### config.mk
export PLATFORM = sky130hd
export DESIGN_NAME = fft_output_reorder
export DESIGN_NICKNAME = d
export VERILOG_FILES = /design/src/rtl/fft_output_reorder.sv
export SDC_FILE = /design/constraint.sdc
export NUM_CORES = 2
export LEC_CHECK = 0
export BUFFER_PORTS_ARGS = -buffer_cell sky130_fd_sc_hd__buf_4
export CORE_ASPECT_RATIO = 2
export CORE_UTILIZATION = 45
export CTS_CLUSTER_DIAMETER = 60
export DETAILED_ROUTE_END_ITERATION = 8
export PLACE_DENSITY = 0.6
export SLEW_MARGIN = 10
export SYNTH_ARGS = -nofsm -noshare
export SYNTH_HDL_FRONTEND = slang
export SYNTH_SLANG_ARGS = --single-unit
### constraint.sdc
create_clock -name clk -period 2.7 [get_ports clk]
set_input_delay 0.27 -clock clk [delete_from_list [all_inputs] [get_ports clk]]
set_output_delay 0.27 -clock clk [all_outputs]
set_load 0.01 [all_outputs]
### src/rtl/fft_output_reorder.sv
// Output reorder buffer for the 32-point SDF FFT: accepts frames in bit-reversed
// order and re-emits them in natural order through two ping-pong banks.
module fft_output_reorder #(
  parameter int N     = 32,
  parameter int LOG2N = 5,
  parameter int DW    = 17
) (
  input  logic          clk,
  input  logic          rst,
  input  logic          in_valid,
  output logic          in_ready,
  input  logic [DW-1:0] in_r,
  input  logic [DW-1:0] in_i,
  output logic          out_valid,
  input  logic          out_ready,
  output logic [DW-1:0] out_r,
  output logic [DW-1:0] out_i,
  output logic          out_last
);

  localparam logic [LOG2N-1:0] LAST = LOG2N'(N - 1);

  function automatic logic [LOG2N-1:0] bitrev(input logic [LOG2N-1:0] a);
    logic [LOG2N-1:0] r;
    r = '0;
    for (int b = 0; b < LOG2N; b++) begin
      r[b] = a[LOG2N-1-b];
    end
    return r;
  endfunction

  logic [2*DW-1:0]  bank_q [2][N];
  logic [2*DW-1:0]  bank_d [2][N];
  logic [1:0]       full_q, full_d;
  logic             wb_q, wb_d;
  logic             rb_q, rb_d;
  logic [LOG2N-1:0] wcnt_q, wcnt_d;
  logic [LOG2N-1:0] rcnt_q, rcnt_d;
  logic             wr_en_s;
  logic             rd_en_s;
  logic [2*DW-1:0]  rd_word_s;

  assign in_ready  = ~full_q[wb_q];
  assign out_valid = full_q[rb_q];
  assign wr_en_s   = in_valid & in_ready;
  assign rd_en_s   = out_valid & out_ready;
  assign rd_word_s = bank_q[rb_q][rcnt_q];
  assign out_r     = out_valid ? rd_word_s[2*DW-1:DW] : {DW{1'b0}};
  assign out_i     = out_valid ? rd_word_s[DW-1:0]    : {DW{1'b0}};
  assign out_last  = out_valid & (rcnt_q == LAST);

  // Next-state for counters, bank pointers and full flags.
  always_comb begin
    wcnt_d = wcnt_q;
    rcnt_d = rcnt_q;
    wb_d   = wb_q;
    rb_d   = rb_q;
    full_d = full_q;
    // A write needs a free bank and a read needs a full one, so when both
    // complete in the same cycle they always touch different banks.
    if (wr_en_s) begin
      if (wcnt_q == LAST) begin
        wcnt_d       = {LOG2N{1'b0}};
        full_d[wb_q] = 1'b1;
        wb_d         = ~wb_q;
      end else begin
        wcnt_d = wcnt_q + {{(LOG2N-1){1'b0}}, 1'b1};
      end
    end else begin
      wcnt_d = wcnt_q;
    end
    if (rd_en_s) begin
      if (rcnt_q == LAST) begin
        rcnt_d       = {LOG2N{1'b0}};
        full_d[rb_q] = 1'b0;
        rb_d         = ~rb_q;
      end else begin
        rcnt_d = rcnt_q + {{(LOG2N-1){1'b0}}, 1'b1};
      end
    end else begin
      rcnt_d = rcnt_q;
    end
  end

  // Next-state for bank storage: scatter the incoming sample to its natural slot.
  always_comb begin
    bank_d = bank_q;
    if (wr_en_s) begin
      bank_d[wb_q][bitrev(wcnt_q)] = {in_r, in_i};
    end else begin
      bank_d = bank_q;
    end
  end

  // Control registers with synchronous reset.
  always_ff @(posedge clk) begin
    if (rst) begin
      wcnt_q <= {LOG2N{1'b0}};
      rcnt_q <= {LOG2N{1'b0}};
      wb_q   <= 1'b0;
      rb_q   <= 1'b0;
      full_q <= 2'b00;
    end else begin
      wcnt_q <= wcnt_d;
      rcnt_q <= rcnt_d;
      wb_q   <= wb_d;
      rb_q   <= rb_d;
      full_q <= full_d;
    end
  end

  // Bank storage; contents are left untouched by reset.
  always_ff @(posedge clk) begin
    bank_q <= bank_d;
  end

endmodule

After elaboration in Yosys (flattened, before gate mapping) --
Index checks and enable logic that the tools add are counted.
Storage, ports and cells: register bits after elaboration 2190, bits of input ports 38, output and inout bits 37, word-level logic and storage cells 129
Cells by class: add/subtract/negate cells 2, order comparisons 10, equal/unequal tests 2, muxes and demuxes 27, bitwise logic cells 13, reduce and logical (&&, ||, !) cells 6
Operator list (count):
- 2-to-1 mux 1088 bit | 4
- bitwise mux 2176 bit | 1
- demux 1088 bit (select 1 bit) | 1
- binary-select mux 34 bit (select 5 bit) | 1
- demux 34 bit (select 5 bit) | 1
- 2-to-1 mux 34 bit | 3
- 2-to-1 mux 17 bit | 2
- greater-or-equal comparator 6 bit, second input constant | 2
- inverter 5 -> 6 bit | 2
- adder 5 x 1 -> 5 bit, second input constant | 2
- == test 5 bit, second input constant | 2
- 2-to-1 mux 5 bit | 2
- 2-to-1 mux 2 bit | 4
- less-than comparator 6 x 1 -> 1 bit, second input constant | 1
- 2-to-1 mux 1 bit | 6
- greater-or-equal comparator 2 bit, second input constant | 2
- logical AND 1 bit | 4
- less-than comparator 1 x 2 -> 1 bit, second input constant | 2
- inverter 1 -> 2 bit | 2
- AND reduction 2 bit | 2
- AND 1 bit | 3
- inverter 1 bit | 3
- AND 2 bit | 1
- demux 1 bit (select 1 bit) | 2
- other kinds (4) | 5

Logic depth before layout (Yosys ltp) --
depth in word-level cells 10, mapped depth 10, gate-level depth less buffers 6

Least setup slack after synthesis --
OpenSTA, ideal clock, no wires.
kind flip-flop to flip-flop, from register full_q[0], to register bank_q[1360] in the netlist's numbering (enable), setup time 0.425 ns, arrival time 2.560 ns, required time 2.275 ns, slack -0.285 ns, cell stages (with the launch flop) 4, path buffers 0, period minus slack after synthesis 2.985 ns, cells stage by stage dfxtp_1 nor3b_1 nand3_1 nor2_1
Between the ends: cells in the longest elaborated chain, start to end 4
RTL lines:
- from (decl) | RTL line 34 | logic [1:0] full_q, full_d;
- from (signal assigned) | RTL line 108 | full_q <= full_d;
- 2-to-1 mux 1 bit (implied by the code) (2 in series) | RTL line 43 | assign in_ready = ~full_q[wb_q];
- inverter 1 bit | RTL line 43
- AND 1 bit | RTL line 45 | assign wr_en_s = in_valid & in_ready;
- to (signal assigned) | RTL line 114 | bank_q <= bank_d;
- to (decl) | RTL line 32 | logic [2*DW-1:0] bank_q [2][N];
No other way between the ends. The select of a mux whose other input is x is not followed. A chain may end at the register's enable or synchronous reset.

Worst setup path after layout --
from register rb_q, to output port out_i[5]
Between the ends: cells in the longest elaborated chain, start to end 8, elaborated cells on any way between the ends 10, those cells by class 9 x mux; 1 x bitwise
RTL lines:
- from (decl) | RTL line 36 | logic rb_q, rb_d;
- from (signal assigned) | RTL line 107 | rb_q <= rb_d;
- inverter 1 -> 2 bit (implied by the code) | RTL line 47 | assign rd_word_s = bank_q[rb_q][rcnt_q];
- 2-to-1 mux 1088 bit (implied by the code) (3 in series) | RTL line 47
- binary-select mux 34 bit (select 5 bit) | RTL line 47
- 2-to-1 mux 34 bit (implied by the code) (2 in series) | RTL line 47
- 2-to-1 mux 17 bit * | RTL line 49 | assign out_i = out_valid ? rd_word_s[DW-1:0] : {DW{1'b0}};
- to (decl) | RTL line 17 | output logic [DW-1:0] out_i,
Mark *: on every way between the ends. The rest lies on a longest branch, timed or not. The select of a mux whose other input is x is not followed.

==> impl_results.md <==
- Worst Tran Pin Value: 0.890 ns
- Number of global-route vias before repair: 46200
- Startpoint Class: register
- Clk root buf: clkbuf_16
- Final wirelength: 264000 um
- Layout Nets: 4747
- Clk buf depth: 4
- Slew HR: 40.7%
- Residual DRC: 0
- Primary FF master, synth: edfxtp_1
- Detail Route Antenna Nets: 0
- FF+latch count, synth: 2190
- CTS tree: built
- FFs w/ async S/R, synth: 0%
- Width of the chip: 309 um
- Maximum number of pins on one net before global-route repair: 65
- Avg Cell Area, Syn: 21.2 um^2
- Crit path DAT: 3.46 ns
- Status: complete, but fails checks
- DP Area: 0.0929 mm^2
- Initial Util: 45.2%
- CP Class: register to primary output
- Synth cell types: 61
- Worst-path fanout max: 5
- Power per Cell Area: 638 mW/mm^2
- Avg WL per Cell: 35.9 um
- Reg-to-reg slack, setup: 0.33 ns
- Tot GR Track Use: 27.9%
- Setup WS post-layout: -1.03 ns
- CTS sink count: 2190
- Final max-slew violation count: 0
- Max Clock Skew: 0.0410 ns
- Die area: 0.190 mm^2
- FMAX: 268 MHz
- Max-cap viol count: 0
- Max IR drop VDD: 0.585 mV
- Worst Setup End Kind: primary output
- Via count: 45200
- Warnings, synthesis: 0
- Boundary pin count: 75
- Worst EP required: 2.43 ns
- First-pass GRT wire length: 363000 um
- Layout area overhead: 21.0%
- Grt total ovfl: 0
- Via density per instance: 6.16
- Clk Latency, worst-skew pair: 0.85 ns
- CTS clk-pin slew, worst paths: 0.07 ns
- Syn nets: 4048
- Fin area: 0.103 mm^2
- Failing checks: setup timing
- # rows: 225
- Endpoints failing setup: 36
- Core ar.: 0.187 mm^2
- Worst path cell trace: buf_12 -> buf_16 -> buf_12 -> buf_12 -> mux4_2 -> mux2i_1 -> buf_4 -> nor3_4 -> a311oi_2 -> buf_4 -> a311oi_2 -> buf_4
- Final hold vios: 0
- RSZ-0062 raised after global routing: true
- Antenna violations before repair: 5
- Leakage: 31.9 nW
- IO Port Bufs: 74
- Period minus WS final: 3.73 ns
- Worst min path class: input port to register
- Period utilization: 138%
- Seq/Total Area, Yosys: 77.4%
- Violation count after the first detailed-route iteration: 4527
- Share of layout cells above drive strength 1: 34.0%
- Cell Area, Synth: 0.0848 mm^2
- Die extent in y: 616 um
- EDFF count, synth: 2176
- 1st-pass router iterations: 8
- Final core occ: 54.7%
- Worst path slowest cell: mux4_2
- Deepest level of the CTS H-tree: 4
- Dpl hpwl: 162000 um
- Max incr delay on CP: 0.50 ns
- Mapped Cells: 4001
- Gp weighted congestion: 0.847
- TritonCTS buffer count: 188
[final timing paths]
path | startpoint | cells past startpoint | to
setup / recovery | rb_q$_SDFFE_PP0P_ | 12 | out_i[5]
hold / removal | in_r[2] | 1 | bank_q[563]$_DFFE_PP_
setup reg to reg | rb_q$_SDFFE_PP0P_ | 10 | full_q[1]$_SDFF_PP0_
hold reg to reg | wb_q$_SDFFE_PP0P_ | 2 | wb_q$_SDFFE_PP0P_
[power breakdown]
group	internal [mW]	total [mW]	switching (mW)
sequential	37.4	37.4	0.0209
combinational	0.264	1.11	0.843
clock	14.9	27.0	12.1
total	52.5	65.5	13.0
[final cells by class]
cell class,instances,area (um^2)
Fill cell,14400,84900
Sequential cell,2190,65600
Multi-Input combinational cell,1571,19300
Timing Repair Buffer,738,8540
Clock buffer,217,4880
Tap cell,2497,3120
Clock inverter,114,1080
Inverter,11,48.8
Antenna cell,3,7.51
[worst max-delay path, delay by kind of cell, from the launching register on]
kind	cells	cell delay, ns
DFF	1	0.41
buffers and inverters	7	1.10
and+or+nand+nor	1	0.08
AOI/OAI and AO/OA	2	0.35
muxes	2	0.66
[cells in the mapped netlist (5+ instances only)]
cell type | n | share of area, %
edfxtp_1 | 2176 | 77
mux4_2 | 397 | 11
mux2i_1 | 374 | 4.4
nand2_1 | 155 | 0.69
a22oi_1 | 97 | 0.86
nor2_1 | 95 | 0.42
o22ai_1 | 71 | 0.52
clkbuf_1 | 70 | 0.31
buf_2 | 53 | 0.31
nand3_1 | 52 | 0.31
buf_6 | 47 | 0.62
a21oi_1 | 45 | 0.27
nor3_1 | 43 | 0.25
a31oi_1 | 22 | 0.16
buf_4 | 22 | 0.19
a311oi_1 | 20 | 0.21
mux2_2 | 20 | 0.27
o21ai_0 | 19 | 0.11
a211oi_1 | 16 | 0.14
nor2b_1 | 16 | 0.12
o311a_1 | 16 | 0.19
buf_1 | 15 | 0.066
buf_8 | 15 | 0.27
and3_1 | 14 | 0.10
dfxtp_1 | 14 | 0.33
o221ai_1 | 13 | 0.13
ha_1 | 9 | 0.13
inv_1 | 8 | 0.035
nand2b_1 | 7 | 0.052
mux4_1 | 5 | 0.15
nor4_1 | 5 | 0.037
[cells in the final DEF (no fill, tap or decap), types with 12 or more instances in the layout]
cell and count:
buf_12 162, bufinv_16 20, nand2_2 12, nand3_1 49, clkbuf_1 26, buf_4 456, a22oi_1 95, a31oi_1 16
nor3_1 26, nor2_1 28, mux2_2 17, buf_16 24, nand2_1 142, clkinv_1 37, clkbuf_16 196, mux2i_1 351
nor2_4 66, edfxtp_1 2176, a21oi_1 31, buf_6 46, dlygate4sd3_1 31, clkinv_2 45, mux2i_4 13, nor2b_1 13
mux4_2 398, o22ai_1 54, nor3_2 15
[per-layer routing]
layer  GRT usage [%]  part of all wire (%)  vias to the layer above
li1                -                     -                    18100
met1            31.3                    33                    24300
met2            50.5                    54                     2208
met3            3.79                   6.7                      642
met4            15.5                   6.7                        4
met5               0                 0.010                        -
[through the flow]
stage / total power, mW / worst slack (ns) / cells / hold slack (ns) / setup TNS, ns
after floorplan: 38.4 / -0.285 / 4001 / 0.339 / -270.04
after global placement: 39.2 / -0.802 / 6842 / 0.490 / -12.15
after detailed placement: 39.2 / -0.846 / 6842 / 0.507 / -12.14
after CTS: 65.8 / -1.15 / 7311 / 0.00161 / -36.03
after global routing: 67.0 / -1.09 / 7340 / 0.0229 / -34.67
final: 65.5 / -1.03 / 7341 / 0.00730 / -32.85
[registers in the layout, indices dropped and copies added (netlist names)]
name,count
bank_q,2176
rcnt_q,5
wcnt_q,5
full_q,2
rb_q,1
wb_q,1
[cell families (layout without fill, tap and decap cells)]
logic type / after synthesis / after routing / synth area share, %
other: 0 / 3 / 0
AOI/OAI and AO/OA: 362 / 362 / 3.04
and+or+nand+nor: 402 / 402 / 2.10
DFF: 2190 / 2190 / 77.4
adders and majority gates: 9 / 9 / 0.133
xor gates and xnor gates: 1 / 1 / 0.0103
buffers and inverters: 240 / 1080 / 1.94
muxes: 797 / 797 / 15.4
[what timing repair did]
action                                  CTS  global route
buffers inserted                         93            32
endpoints found under the setup margin   36            36
hold buffers                             31             0
gates resized for setup                 275           106
cloned                                   16             5
pin swaps                                41            47
hold endpoints to repair                723             0
(Power assumes the default switching activity.)
